===== config.mk =====
export PLATFORM = sky130hd
export DESIGN_NAME = estados_mascota
export DESIGN_NICKNAME = d
export VERILOG_FILES = /design/src/rtl/estados_mascota.sv
export SDC_FILE = /design/constraint.sdc
export NUM_CORES = 1
export LEC_CHECK = 0
export CAP_MARGIN = 20
export CORE_ASPECT_RATIO = 1.25
export CORE_MARGIN = 2
export CORE_UTILIZATION = 60
export DETAILED_ROUTE_END_ITERATION = 10
export GPL_TIMING_DRIVEN = 0
export HOLD_SLACK_MARGIN = 0.1
export MAX_ROUTING_LAYER = met4
export PLACE_DENSITY = 0.81
export SYNTH_ARGS = -nofsm -noshare
export SYNTH_HDL_FRONTEND = slang
export SYNTH_SLANG_ARGS = --single-unit
export TNS_END_PERCENT = 100

===== constraint.sdc =====
create_clock -name clk -period 5.7 [get_ports clk]
set_clock_uncertainty 0.1 [all_clocks]
set_input_delay 1.425 -clock clk [delete_from_list [all_inputs] [get_ports clk]]
set_output_delay 1.425 -clock clk [all_outputs]
set_load 0.03 [all_outputs]

===== src/rtl/estados_mascota.sv =====
// Virtual-pet need engine: N saturating level channels that decay on a prescaled
// time base, are restored by action pulses, and are steered by an ACTIVO/DORMIDO/ENFERMO FSM.
module estados_mascota #(
    parameter int NUM_ESTADOS = 3,
    parameter int NIVEL_W     = 3,
    parameter int TICK_DIV    = 50_000_000,
    parameter int DECAY_TICKS = 5,
    parameter int UMBRAL      = 2,
    parameter int INC         = 2,
    parameter int SUENO_IDX   = 1,
    parameter int SALUD_IDX   = 2
) (
    input  logic                           clk,
    input  logic                           rst,
    input  logic [NUM_ESTADOS-1:0]         btn_accion,
    input  logic                           dormir,
    input  logic                           modo_test,
    output logic [NUM_ESTADOS*NIVEL_W-1:0] nivel,
    output logic [NUM_ESTADOS-1:0]         led,
    output logic [1:0]                     estado
);
    localparam int PRE_W = (TICK_DIV > 1) ? $clog2(TICK_DIV) : 1;
    localparam int DEC_W = $clog2(DECAY_TICKS + 1);
    localparam logic [NIVEL_W:0]   MAX_EXT    = {1'b0, {NIVEL_W{1'b1}}};
    localparam logic [NIVEL_W:0]   UMBRAL_EXT = (NIVEL_W+1)'(UMBRAL);
    localparam logic [NIVEL_W:0]   INC_EXT    = (NIVEL_W+1)'(INC);
    localparam logic [1:0] ST_ACTIVO  = 2'b00;
    localparam logic [1:0] ST_DORMIDO = 2'b01;
    localparam logic [1:0] ST_ENFERMO = 2'b10;

    logic [PRE_W-1:0]   pre_q, pre_d;
    logic               tick;
    logic [1:0]         estado_q, estado_d;
    logic [NIVEL_W-1:0] nivel_q [NUM_ESTADOS];
    logic [NIVEL_W-1:0] nivel_d [NUM_ESTADOS];

    // Test mode pins the prescaler at 0 so normal counting restarts cleanly afterwards.
    always_comb begin
        tick  = 1'b0;
        pre_d = pre_q;
        if (modo_test) begin
            tick  = 1'b1;
            pre_d = '0;
        end else if (pre_q == PRE_W'(TICK_DIV - 1)) begin
            tick  = 1'b1;
            pre_d = '0;
        end else begin
            pre_d = pre_q + 1'b1;
        end
    end

    always_comb begin
        estado_d = estado_q;
        if (nivel_q[SALUD_IDX] == '0) begin
            estado_d = ST_ENFERMO;
        end else begin
            case (estado_q)
                ST_ENFERMO: if ({1'b0, nivel_q[SALUD_IDX]} > UMBRAL_EXT) estado_d = ST_ACTIVO;
                ST_ACTIVO:  if (dormir) estado_d = ST_DORMIDO;
                ST_DORMIDO: if (!dormir || ({1'b0, nivel_q[SUENO_IDX]} == MAX_EXT)) estado_d = ST_ACTIVO;
                default:    estado_d = ST_ACTIVO;
            endcase
        end
    end

    always_ff @(posedge clk) begin
        if (rst) begin
            pre_q    <= '0;
            estado_q <= ST_ACTIVO;
        end else begin
            pre_q    <= pre_d;
            estado_q <= estado_d;
        end
    end

    generate
        for (genvar gi = 0; gi < NUM_ESTADOS; gi++) begin : g_canal
            localparam bit ES_SUENO = (gi == SUENO_IDX);
            localparam bit ES_SALUD = (gi == SALUD_IDX);
            logic [DEC_W-1:0] dec_q, dec_d;
            logic [NIVEL_W:0] ext, res;
            logic             acepta, evento;

            assign acepta = btn_accion[gi] &&
                            ((estado_q == ST_ACTIVO) || ((estado_q == ST_ENFERMO) && ES_SALUD));
            assign evento = tick && (dec_q == DEC_W'(DECAY_TICKS - 1));
            assign ext    = {1'b0, nivel_q[gi]};

            // A button wins over a coincident decay event and restarts the decay period.
            always_comb begin
                res   = ext;
                dec_d = dec_q;
                if (acepta) begin
                    res   = ext + INC_EXT;
                    dec_d = '0;
                end else begin
                    if (tick) dec_d = evento ? '0 : dec_q + 1'b1;
                    if (evento) begin
                        if ((estado_q == ST_DORMIDO) && ES_SUENO) res = ext + 1'b1;
                        else                                     res = (ext == '0) ? '0 : ext - 1'b1;
                    end
                end
                nivel_d[gi] = (res > MAX_EXT) ? MAX_EXT[NIVEL_W-1:0] : res[NIVEL_W-1:0];
            end

            always_ff @(posedge clk) begin
                if (rst) begin
                    dec_q       <= '0;
                    nivel_q[gi] <= MAX_EXT[NIVEL_W-1:0];
                end else begin
                    dec_q       <= dec_d;
                    nivel_q[gi] <= nivel_d[gi];
                end
            end

            assign nivel[gi*NIVEL_W +: NIVEL_W] = nivel_q[gi];
            assign led[gi] = ({1'b0, nivel_q[gi]} <= UMBRAL_EXT);
        end
    endgenerate

    assign estado = estado_q;
endmodule

# Word level (Yosys, flattened, before mapping)
# Memory sizes are Yosys's and may differ from the RTL's.
# Cells that the tools add are included.
[totals]
out_inout_bits = 14
n_memories = 1
in_bits = 7
ram_bits = 9
ff_bits = 37
[classes]
n_eq_ne = 13
order_cmp = 7
n_mux = 29
bitwise_logic = 3
reduce_logical = 21
n_addsub = 11
[memory_table]
columns = ["memory", "depth", "width", "read_ports", "rd_ports_with_merged_regs", "write_ports", "line", "text"]
rows = [
  ["nivel_q", 3, 3, 3, 0, 3, "34", "logic [NIVEL_W-1:0] nivel_q [NUM_ESTADOS];"],
]
[ops]
columns = ["cell", "count"]
rows = [
  ["4-bit two-way mux", 10],
  ["3-bit two-way mux", 9],
  ["26-bit by 1-bit adder with 26-bit output, second input constant", 1],
  ["26-bit equality test, second input constant", 1],
  ["3-bit by 2-bit adder with 4-bit output, second input constant", 3],
  ["3-bit equality test, second input constant", 4],
  ["4-bit by 3-bit > comparator with 1-bit output, second input constant", 3],
  ["4-bit zero test", 3],
  ["3-bit by 1-bit subtractor with 4-bit output, second input constant", 3],
  ["3-bit by 1-bit adder with 3-bit output, second input constant", 3],
  ["3-bit by 2-bit less-or-equal comparator with 1-bit output, second input constant", 3],
  ["3-bit != test, second input constant", 3],
  ["2-bit two-way mux", 4],
  ["2-bit OR reduction", 4],
  ["1-bit logical AND", 6],
  ["2-bit != test, second input constant", 3],
  ["2-bit case mux with 3 select lines", 1],
  ["3-bit AND reduction", 2],
  ["1-bit two-way mux", 5],
  ["3-bit by 1-bit adder with 4-bit output, second input constant", 1],
  ["3-bit by 2-bit > comparator with 1-bit output, second input constant", 1],
  ["3-bit zero test", 1],
  ["1-bit OR", 3],
  ["3-bit OR reduction", 1],
  ["other kinds (5)", 6],
]

# Longest topological paths before layout
# Gate-level depths: netlist of the first run.
[depth]
word_depth = 9
depth_mapped = 9
depth_no_buf = 8

# Worst setup path after synthesis of the first run
# Ideal clock, no wire load.
[synth_path]
path_kind = "register to output"
startpoint = "memory nivel_q[0][1]"
endpoint = "output port led[0]"
setup_slack_ns = 2.665
path_buffers = 0
stages_incl_launch_ff = 3
arrival_ns = 1.510
path_cell_list = "dfxtp_1 -> inv_1 -> o31ai_1"
[synth_rtl]
columns = ["element", "line", "text"]
rows = [
  ["from (decl)", "34", ""],
  ["to (decl)", "19", "output logic [NUM_ESTADOS-1:0] led,"],
]

==> impl_metrics.py, run 1 <==
metrics = {
    "run_status": {
        "outcome": "finished, final reports clean",
    },
    "sta": {
        "max_clock_freq_mhz": 291,
        "max_slew.worst_pin.slew_ps": 771,
        "rsz0062_at_grt": "false",
        "finalWorstSetupSlack_ps": 2260,
        "worst_hold_slack_ps": 376,
        "slew_headroom_pct": 48.5,
        "final_max_slew_viol_count": 0,
        "period_minus_slack_ps": 3440,
        "hold_viol_final": 0,
        "setup_viol": 0,
        "timing.setup.tns_ps": 0,
        "period_share_pct": 60.3,
    },
    "critical_path": {
        "critPathRequiredTime_ps": 4180,
        "critical_path.startpoint": "nivel_q[2][1]$_SDFF_PP1_",
        "setup.worst_path.class": "reg2out",
        "critPathCaptureType": "primary output",
        "r2r_slack_ps": 3460,
        "crit_path_top_delay_cell": "sky130_fd_sc_hd__clkdlybuf4s50_1",
        "worst_setup_path_start_kind": "flip-flop",
        "slowest_cell_delay_on_critical_path_ps": 580,
        "critical_path.cell_chain": "inv_1, ha_1, a21o_1, clkdlybuf4s50_1",
        "critPathCapture": "led[2]",
        "regToRegStartpoint": "pre_q[0]$_SDFF_PP0_",
        "critical_path_peak_fanout": 7,
        "reg2regPathDepth": 7,
        "timing.critical_path.arrival_ps": 1910,
        "r2r_endpoint": "nivel_q[0][2]$_SDFF_PP1_",
    },
    "yosys": {
        "syn_area_mm2": 0.00245,
        "synth_nets": 309,
        "synthTopCellsByArea": "sky130_fd_sc_hd__dfxtp_1, sky130_fd_sc_hd__ha_1, sky130_fd_sc_hd__nor2_1",
        "synth.yosys.seq_area_share_pct": 37.5,
        "synth.cells.most_frequent": "sky130_fd_sc_hd__dfxtp_1, sky130_fd_sc_hd__nor2_1, sky130_fd_sc_hd__ha_1, sky130_fd_sc_hd__inv_1, sky130_fd_sc_hd__nand2_1",
        "total_of_flip_flops_plus_latches_after_synthesis": 46,
        "synth_enable_flop_cells": 0,
        "syn_area_per_cell_um2": 8.67,
        "synth_largest_type_area_fraction_pct": 37.5,
        "synth_largest_area_cell": "sky130_fd_sc_hd__dfxtp_1",
        "post-synth-top-count-cell": "sky130_fd_sc_hd__dfxtp_1",
        "ys_dominant_reg_cell": "sky130_fd_sc_hd__dfxtp_1",
        "synthDistinctLibCells": 43,
        "synth-async-reset-ratio_pct": 0,
        "ys_warn_count": 0,
        "synthesized_instance_count": 283,
    },
    "power_and_ir_drop": {
        "power.switching_fraction_pct": 24.6,
        "power.share.combinational_pct": 11.5,
        "cell_internal_pwr_uw": 488,
        "static-leakage-power_nw": 1.11,
        "finalPower_uw": 647,
        "max-vdd-ir-drop_mv": 0.181,
        "clock_network_fraction_of_design_power_pct": 36.5,
        "net_switching_power_uw": 159,
        "powerDensity_mw_per_mm2": 228,
        "seq_power_share_pct": 52.0,
    },
    "clocking": {
        "cts_sinks": 46,
        "cts_setup_buffers": 0,
        "inserted_clock_buffers": 5,
        "tritoncts": "yes",
        "cts.root.buffer_cell": "sky130_fd_sc_hd__clkbuf_8",
        "postCtsHoldBufs": 0,
        "longest_clk_path_bufs": 2,
        "post_cts.resized_instances": 0,
        "clkSlewWorstSetupHoldPaths_ps": 90,
        "clk_latency_ps": 300,
        "cts-htree-levels": 2,
    },
    "final_layout": {
        "instances_no_fill": 368,
        "final_area_mm2": 0.00284,
        "antennaDiodeCount": 0,
        "nets": 337,
        "final_layout_size_suffix_gt1_share_pct": 7.37,
        "final_util_pct": 70.9,
        "flow.area_growth_from_synthesis_pct": 15.7,
        "fill_cells": 332,
    },
    "placement": {
        "dpl.hpwl_um": 3380,
        "gp_routability_congestion": 0.906,
        "numPlacedInstances": 359,
        "detailedPlace.worstSlack_ps": 2230,
        "post_dp_cell_area_mm2": 0.00272,
        "numPortBuffers": 20,
    },
    "global_route": {
        "grt_pass1_wl_um": 7450,
        "grt.total_usage_pct": 21.9,
        "grt_max_degree": 15,
        "globalRoute.totalOverflow": 0,
        "first_global_vias": 1804,
        "number_of_antenna_violations_at_the_first_check_in_global_routing": 0,
    },
    "die": {
        "dieArea_mm2": 0.00462,
        "die_w_um": 61.2,
        "core_outline_area_mm2": 0.00400,
        "initial_core_util_pct": 61.3,
        "floorplan.rows": 26,
        "die-height_um": 75.5,
        "io_pins": 21,
    },
    "min_path": {
        "hold_path_class": "reg2reg",
    },
    "route": {
        "post_drt_via_cell_ratio": 5.50,
        "route.detailed.wl_per_inst_um": 12.5,
        "routed_wl_um": 4590,
        "drtIter0Drc": 87,
        "postRouteAntennaNets": 0,
        "route.vias.total": 2024,
        "route.detailed.drc": 0,
        "detail_route.first_pass.iterations": 4,
    },
    "run": {
        "cap_violations": 0,
    },
}
## registers in the layout, summed over array words and instances (netlist names)
register	flops
pre_q	26
g_canal.dec_q	9
nivel_q	9
estado	2
## how the worst min path moves through the flow
stage,startpoint,endpoint,slack [ps],cells past startpoint
after floorplan,pre_q[0]$_SDFF_PP0_,pre_q[0]$_SDFF_PP0_,330,1
after global placement,pre_q[0]$_SDFF_PP0_,pre_q[0]$_SDFF_PP0_,340,1
after detailed placement,pre_q[0]$_SDFF_PP0_,pre_q[0]$_SDFF_PP0_,360,1
after CTS,pre_q[0]$_SDFF_PP0_,pre_q[0]$_SDFF_PP0_,380,1
after global routing,pre_q[0]$_SDFF_PP0_,pre_q[0]$_SDFF_PP0_,400,1
final,pre_q[0]$_SDFF_PP0_,pre_q[0]$_SDFF_PP0_,380,1
## cell families after synthesis
| group | after synthesis | share of synthesized area [%] |
|---|---|---|
| xor gates and xnor gates | 22 | 7.85 |
| buffers and inverters | 26 | 4.59 |
| muxes | 8 | 3.31 |
| DFF | 46 | 37.5 |
| adders and majority gates | 19 | 9.69 |
| AOI/OAI and AO/OA | 40 | 11.1 |
| and+or+nand+nor | 122 | 26.0 |
## metal layers
metal	part of all wire, %	GRT usage [%]	vias up
met3	3.3	5.26	15
met4	3.0	10.4	0
met1	44	23.9	945
met2	49	36.8	32
met5	0	-	-
li1	-	-	1032
## worst max-delay path: cells and delay by family (launching register included)
family / cells / cell delay (ps)
AOI/OAI and AO/OA: 1 / 160
adders and majority gates: 1 / 270
buffers and inverters: 2 / 720
DFF: 1 / 470
## power groups by stage
stage	Sequential, mW	Clock (mW)	Combinational [mW]
after floorplan	0.350	0	0.0418
after global placement	0.344	0	0.0714
after detailed placement	0.344	0	0.0732
after CTS	0.337	0.242	0.0738
after global routing	0.338	0.254	0.0827
final	0.337	0.236	0.0742
## cell usage in the layout, fill, tap and decap left out, types with 3 or more instances in the layout
cell,netlist,routed
sky130_fd_sc_hd__clkbuf_8,0,5
sky130_fd_sc_hd__ha_1,19,19
sky130_fd_sc_hd__mux2i_1,7,7
sky130_fd_sc_hd__nor3b_1,5,5
sky130_fd_sc_hd__or3_1,3,3
sky130_fd_sc_hd__dfxtp_1,46,46
sky130_fd_sc_hd__and3_1,4,4
sky130_fd_sc_hd__a21oi_1,15,15
sky130_fd_sc_hd__a21o_1,3,3
sky130_fd_sc_hd__nand2_1,19,19
sky130_fd_sc_hd__nor2_1,39,39
sky130_fd_sc_hd__xnor2_1,11,11
sky130_fd_sc_hd__nand3_1,11,11
sky130_fd_sc_hd__nand4_1,6,6
sky130_fd_sc_hd__and4_1,4,4
sky130_fd_sc_hd__nor2b_1,3,3
sky130_fd_sc_hd__o211ai_1,4,4
sky130_fd_sc_hd__buf_2,3,4
sky130_fd_sc_hd__or3b_1,3,3
sky130_fd_sc_hd__inv_1,19,19
sky130_fd_sc_hd__clkdlybuf4s50_1,0,20
sky130_fd_sc_hd__a211oi_1,5,5
sky130_fd_sc_hd__xor2_1,11,11
sky130_fd_sc_hd__o21ai_0,6,6
sky130_fd_sc_hd__nor3_1,11,11
## layout make-up
class / instances / area [µm²] / share of cell area (%)
Buffer: 7 / 41.3 / 1.46
Inverter: 19 / 71.3 / 2.51
Sequential cell: 46 / 921 / 32.5
Multi-Input combinational cell: 211 / 1420 / 50.0
Timing Repair Buffer: 21 / 205 / 7.23
Clock buffer: 5 / 68.8 / 2.43
Clock inverter: 3 / 40.0 / 1.41
Tap cell: 56 / 70.1 / 2.47
No activity file was read; power rests on OpenSTA's default activity.
==> run 2: changes to the inputs <==
--- a/config.mk
+++ b/config.mk
@@ -8,12 +8,12 @@
 export CAP_MARGIN = 20
 export CORE_ASPECT_RATIO = 1.25
 export CORE_MARGIN = 2
-export CORE_UTILIZATION = 60
+export CORE_UTILIZATION = 52
 export DETAILED_ROUTE_END_ITERATION = 10
 export GPL_TIMING_DRIVEN = 0
 export HOLD_SLACK_MARGIN = 0.1
 export MAX_ROUTING_LAYER = met4
-export PLACE_DENSITY = 0.81
+export PLACE_DENSITY = 0.75
 export SYNTH_ARGS = -nofsm -noshare
 export SYNTH_HDL_FRONTEND = slang
 export SYNTH_SLANG_ARGS = --single-unit
==> constraint.sdc (replaced) <==
create_clock -name clk -period 3 [get_ports clk]
set_clock_uncertainty 0.1 [all_clocks]
set_input_delay 0.75 -clock clk [delete_from_list [all_inputs] [get_ports clk]]
set_output_delay 0.75 -clock clk [all_outputs]
set_load 0.03 [all_outputs]
==> run 2 against run 1 <==
Non-clock buffer count unchanged. Combinational power increased by 87%. Register-to-register slack worse by 2700 ps. First-iteration DRC count is the same. Sequential cell count did not move. Worst setup slack worse by 2000 ps. Critical path type unchanged.
==> impl_metrics.py, run 2 (synthesized netlist as in run 1, its figures left out) <==
metrics = {
    "final_layout": {
        "final_util_pct": 63.9,
        "antennaDiodeCount": 0,
        "layout_commonest_cell": "sky130_fd_sc_hd__dfxtp_1",
        "final_layout_size_suffix_gt1_share_pct": 7.37,
        "biggestRegsByFlops": "pre_q x26, g_canal.dec_q x9, nivel_q x9",
        "max_reg_flops": 26,
        "regMostFlops": "pre_q",
        "instances_no_fill": 370,
        "highest_count_cells_in_the_layout_ignoring_fill_and_taps": "sky130_fd_sc_hd__dfxtp_1, sky130_fd_sc_hd__nor2_1, sky130_fd_sc_hd__clkdlybuf4s50_1",
        "flow.area_growth_from_synthesis_pct": 16.1,
        "nets": 337,
    },
    "route": {
        "postRouteAntennaNets": 0,
        "route.detailed.drc": 0,
        "post_drt_via_cell_ratio": 5.34,
        "detail_route.first_pass.iterations": 4,
        "drtIter0Drc": 87,
        "route.vias.total": 1974,
        "route.detailed.wl_per_inst_um": 12.6,
        "routed_wl_um": 4670,
    },
    "global_route": {
        "number_of_antenna_violations_at_the_first_check_in_global_routing": 0,
        "use_met1_pct": 21.9,
        "globalRoute.totalOverflow": 0,
        "grt_util_met3_pct": 4.16,
        "grt.total_usage_pct": 19.6,
        "first_global_vias": 1901,
        "globalRoute.busiestLayer": "met2",
        "groute.layer.met2.usage_pct": 35.0,
        "grt_max_degree": 16,
        "grt_pass1_wl_um": 8030,
    },
    "sta": {
        "setup_viol": 0,
        "period_minus_slack_ps": 2740,
        "final_max_slew_viol_count": 0,
        "slew_headroom_pct": 47.7,
        "period_share_pct": 91.4,
        "max_clock_freq_mhz": 365,
        "timing.setup.tns_ps": 0,
        "rsz0062_at_grt": "false",
        "worst_hold_slack_ps": 369,
        "max_slew.worst_pin.slew_ps": 783,
        "hold_viol_final": 0,
    },
    "clocking": {
        "clkSlewWorstSetupHoldPaths_ps": 90,
        "cts_setup_buffers": 0,
        "cts_sinks": 46,
        "clk_latency_ps": 300,
        "cts.root.buffer_cell": "sky130_fd_sc_hd__clkbuf_8",
        "longest_clk_path_bufs": 2,
        "tritoncts": "yes",
        "inserted_clock_buffers": 5,
        "postCtsHoldBufs": 0,
        "post_cts.resized_instances": 0,
        "cts-htree-levels": 2,
    },
    "power_and_ir_drop": {
        "seq_power_share_pct": 51.4,
        "max-vdd-ir-drop_mv": 0.273,
        "power.switching_fraction_pct": 25.2,
        "powerDensity_mw_per_mm2": 437,
        "power.share.combinational_pct": 11.2,
        "cell_internal_pwr_uw": 930,
        "net_switching_power_uw": 314,
        "static-leakage-power_nw": 1.10,
        "clock_network_fraction_of_design_power_pct": 37.4,
    },
    "min_path": {
        "min_delay_worst_endpoint": "pre_q[0]$_SDFF_PP0_",
        "hold_path.startpoint": "pre_q[0]$_SDFF_PP0_",
        "worst_hold_path.num_cells": 1,
        "hold_path_class": "reg2reg",
    },
    "run_status": {
        "outcome": "finished, final reports clean",
    },
    "placement": {
        "numPortBuffers": 20,
        "dpl.hpwl_um": 3400,
        "gp_routability_congestion": 0.804,
        "numPlacedInstances": 361,
    },
    "critical_path": {
        "regToRegStartpoint": "pre_q[0]$_SDFF_PP0_",
        "critPathRequiredTime_ps": 2150,
        "critPathCaptureType": "primary output",
        "setup.worst_path.class": "reg2out",
        "r2r_slack_ps": 810,
        "worst_setup_path_start_kind": "flip-flop",
        "critical_path_peak_fanout": 7,
        "timing.critical_path.arrival_ps": 1890,
        "reg2regPathDepth": 8,
        "crit_path_top_delay_cell": "sky130_fd_sc_hd__clkdlybuf4s50_1",
        "slowest_cell_delay_on_critical_path_ps": 590,
        "r2r_endpoint": "nivel_q[2][0]$_SDFF_PP1_",
        "critical_path.cell_chain": "inv_1, ha_1, a21o_1, clkdlybuf4s50_1",
    },
    "run": {
        "cap_violations": 0,
    },
    "die": {
        "core_outline_area_mm2": 0.00446,
        "io_pins": 21,
        "floorplan.rows": 27,
        "initial_core_util_pct": 55.0,
        "dieArea_mm2": 0.00529,
        "die-height_um": 80.8,
        "die_w_um": 65.4,
    },
}
-- run 2: final cells by class --
type,instances,area [µm²]
tap,58,72.6
multi-input combinational,211,1420
timing repair buffer,21,208
fill,395,1610
buffer,7,41.3
inverter,19,71.3
clock inverter,3,45.0
sequential,46,921
clock buffer,5,68.8
-- run 2: per-layer routing --
layer | part of all wire [%] | vias up
li1 | - | 1034
met2 | 51 | 27
met1 | 45 | 906
met5 | 0 | -
met3 | 2.9 | 7
met4 | 1.3 | 0
-- run 2: how the worst max path moves through the flow --
stage / startpoint / to / slack [ps] / depth (start not counted)
CTS: nivel_q[2][1]$_SDFF_PP1_ / led[2] / 220 / 4
global placement: btn_accion[0] / nivel_q[0][2]$_SDFF_PP1_ / 220 / 5
detailed placement: btn_accion[0] / nivel_q[0][0]$_SDFF_PP1_ / 230 / 5
floorplan: nivel_q[0][1]$_SDFF_PP1_ / led[0] / 640 / 2
finish: nivel_q[2][1]$_SDFF_PP1_ / led[2] / 260 / 4
global route: nivel_q[2][1]$_SDFF_PP1_ / led[2] / 160 / 4
-- run 2: power groups by stage --
| stage | logic, mW | registers (mW) | clock network, mW |
|---|---|---|---|
| after floorplan | 0.0794 | 0.665 | 0 |
| after global placement | 0.137 | 0.654 | 0 |
| after detailed placement | 0.138 | 0.654 | 0 |
| after CTS | 0.140 | 0.640 | 0.479 |
| after global routing | 0.156 | 0.642 | 0.503 |
| final | 0.139 | 0.639 | 0.466 |
-- run 2: worst max-delay path, delay by kind of cell (launching register included) --
family / cells / cell delay, ps
AO/OA/AOI/OAI: 1 / 160
adder cells (fa/ha/maj): 1 / 260
buffers and inverters: 2 / 720
flip-flops: 1 / 450
-- run 2: per-stage QoR --
stage	power (mW)	instance area, µm²	worst slack [ps]
2_1_floorplan	0.745	2450	640
3_3_place_gp	0.790	2730	217
3_5_place_dp	0.792	2730	225
4_1_cts	1.26	2840	222
5_1_grt	1.30	2850	156
6_report	1.24	2850	258
==> run 3: changes to the inputs <==
--- a/config.mk
+++ b/config.mk
@@ -5,7 +5,6 @@
 export SDC_FILE = /design/constraint.sdc
 export NUM_CORES = 1
 export LEC_CHECK = 0
-export CAP_MARGIN = 20
 export CORE_ASPECT_RATIO = 1.25
 export CORE_MARGIN = 2
 export CORE_UTILIZATION = 52
==> run 3 against run 2 <==
Register-to-register slack is essentially flat. Sequential share of layout area grew 0.086 points. First-iteration DRC count decreased by 25%. Sequential cell count unchanged. Non-clock buffer count is 1 lower. Critical path depth is the same. Sequential power is essentially flat. Critical path type unchanged. Largest power group unchanged. Highest routed layer unchanged.
==> impl_metrics.py, run 3 (synthesized netlist as in run 1, its figures left out) <==
metrics = {
    "power_and_ir_drop": {
        "net_switching_power_uw": 313,
        "seq_power_share_pct": 51.5,
        "cell_internal_pwr_uw": 929,
        "static-leakage-power_nw": 1.10,
        "powerDensity_mw_per_mm2": 437,
        "power.switching_fraction_pct": 25.2,
        "clock_network_fraction_of_design_power_pct": 37.5,
        "finalPower_mw": 1.24,
        "max-vdd-ir-drop_mv": 0.272,
        "power.share.combinational_pct": 11.1,
    },
    "critical_path": {
        "critical_path_cell_count": 4,
        "cp_num_buf_inv": 2,
        "slowest_cell_delay_on_critical_path_ps": 590,
        "setup.worst_path.class": "reg2out",
        "critPathCaptureType": "primary output",
        "critical_path_peak_fanout": 7,
        "crit_family": "buffers and inverters",
        "worst_setup_path_start_kind": "flip-flop",
        "timing.critical_path.arrival_ps": 1890,
        "critical_path.cell_chain": "inv_1, ha_1, a21o_1, clkdlybuf4s50_1",
        "critPathRequiredTime_ps": 2150,
        "reg2regPathDepth": 8,
        "crit_path_top_delay_cell": "sky130_fd_sc_hd__clkdlybuf4s50_1",
    },
    "route": {
        "post_drt_via_cell_ratio": 5.35,
        "drtIter0Drc": 65,
        "route.vias.total": 1975,
        "postRouteAntennaNets": 0,
        "detail_route.first_pass.iterations": 4,
        "route.detailed.wl_per_inst_um": 12.6,
        "routed_wl_um": 4650,
        "route.detailed.drc": 0,
    },
    "final_layout": {
        "antennaDiodeCount": 0,
        "layout_commonest_cell": "sky130_fd_sc_hd__dfxtp_1",
        "fill_cells": 395,
        "final_util_pct": 63.7,
        "max_reg_flops": 26,
        "biggestRegsByFlops": "pre_q x26, g_canal.dec_q x9, nivel_q x9",
        "highest_count_cells_in_the_layout_ignoring_fill_and_taps": "sky130_fd_sc_hd__dfxtp_1, sky130_fd_sc_hd__nor2_1, sky130_fd_sc_hd__clkdlybuf4s50_1",
        "nets": 336,
        "regMostFlops": "pre_q",
        "flow.area_growth_from_synthesis_pct": 15.8,
        "final_layout_size_suffix_gt1_share_pct": 7.07,
    },
    "die": {
        "initial_core_util_pct": 55.0,
        "die_w_um": 65.4,
        "die-height_um": 80.8,
        "io_pins": 21,
        "core_outline_area_mm2": 0.00446,
        "dieArea_mm2": 0.00529,
        "floorplan.rows": 27,
    },
    "sta": {
        "rsz0062_at_grt": "false",
        "finalWorstSetupSlack_ps": 258,
        "worst_hold_slack_ps": 369,
        "max_clock_freq_mhz": 365,
        "hold_viol_final": 0,
        "period_minus_slack_ps": 2740,
        "period_share_pct": 91.4,
        "max_slew.worst_pin.slew_ps": 1120,
        "final_max_slew_viol_count": 0,
        "timing.setup.tns_ps": 0,
        "setup_viol": 0,
        "slew_headroom_pct": 25.1,
    },
    "run": {
        "cap_violations": 0,
    },
    "clocking": {
        "tritoncts": "yes",
        "longest_clk_path_bufs": 2,
        "cts_sinks": 46,
        "cts-htree-levels": 2,
        "inserted_clock_buffers": 5,
        "cts.root.buffer_cell": "sky130_fd_sc_hd__clkbuf_8",
        "postCtsHoldBufs": 0,
        "post_cts.resized_instances": 0,
        "clkSlewWorstSetupHoldPaths_ps": 90,
        "clk_latency_ps": 300,
        "cts_setup_buffers": 0,
    },
    "min_path": {
        "worst_hold_path.num_cells": 1,
        "hold_path_class": "reg2reg",
    },
    "run_status": {
        "outcome": "finished, final reports clean",
    },
    "placement": {
        "gp_routability_congestion": 0.804,
        "detailedPlace.worstSlack_ps": 225,
        "numPortBuffers": 20,
        "dpl.hpwl_um": 3400,
    },
    "global_route": {
        "grt_pass1_wl_um": 8030,
        "grt.total_usage_pct": 19.6,
        "number_of_antenna_violations_at_the_first_check_in_global_routing": 0,
        "first_global_vias": 1901,
        "globalRoute.totalOverflow": 0,
        "grt_max_degree": 16,
    },
}
-- run 3: cell count changes in the layout (fill, tap and decap cells not counted), sizes merged --
cell / previous run / this run
clkbuf: 8 / 7
-- run 3: through the flow --
stage	instances	instance area [µm²]
after global placement	361	2730
after global routing	369	2840
after CTS	369	2840
final	369	2840
after floorplan	283	2450
after detailed placement	361	2730
-- run 3: final timing paths --
kind                                 start                  endpoint  slack (ps)
setup / recovery  nivel_q[2][1]$_SDFF_PP1_                    led[2]         260
hold / removal         pre_q[0]$_SDFF_PP0_       pre_q[0]$_SDFF_PP0_         370
setup reg to reg       pre_q[0]$_SDFF_PP0_  nivel_q[2][0]$_SDFF_PP1_         810
hold reg to reg        pre_q[0]$_SDFF_PP0_       pre_q[0]$_SDFF_PP0_         370
-- run 3: final cells by class --
cell class	instances	area [µm²]	share of cell area (%)
multi-input cells	211	1420	50.0
flip-flops and latches	46	921	32.4
repair buffers	20	200	7.05
well taps	58	72.6	2.56
inverters	19	71.3	2.51
clock buffers	5	68.8	2.42
clock inverters	3	45.0	1.59
plain buffers	7	41.3	1.45
-- run 3: metal layers --
layer,track usage [%],up-vias,part of all wire [%]
met5,-,-,0
met3,4.16,7,2.9
met1,21.9,909,45
li1,-,1032,-
met2,35.0,27,51
met4,6.04,0,1.4
-- run 3: power by group through the flow --
stage	clock network, mW	logic (mW)	registers [mW]
after global routing	0.503	0.155	0.642
final	0.465	0.138	0.639
after CTS	0.479	0.140	0.640
after global placement	0	0.137	0.654
after floorplan	0	0.0794	0.665
after detailed placement	0	0.138	0.654
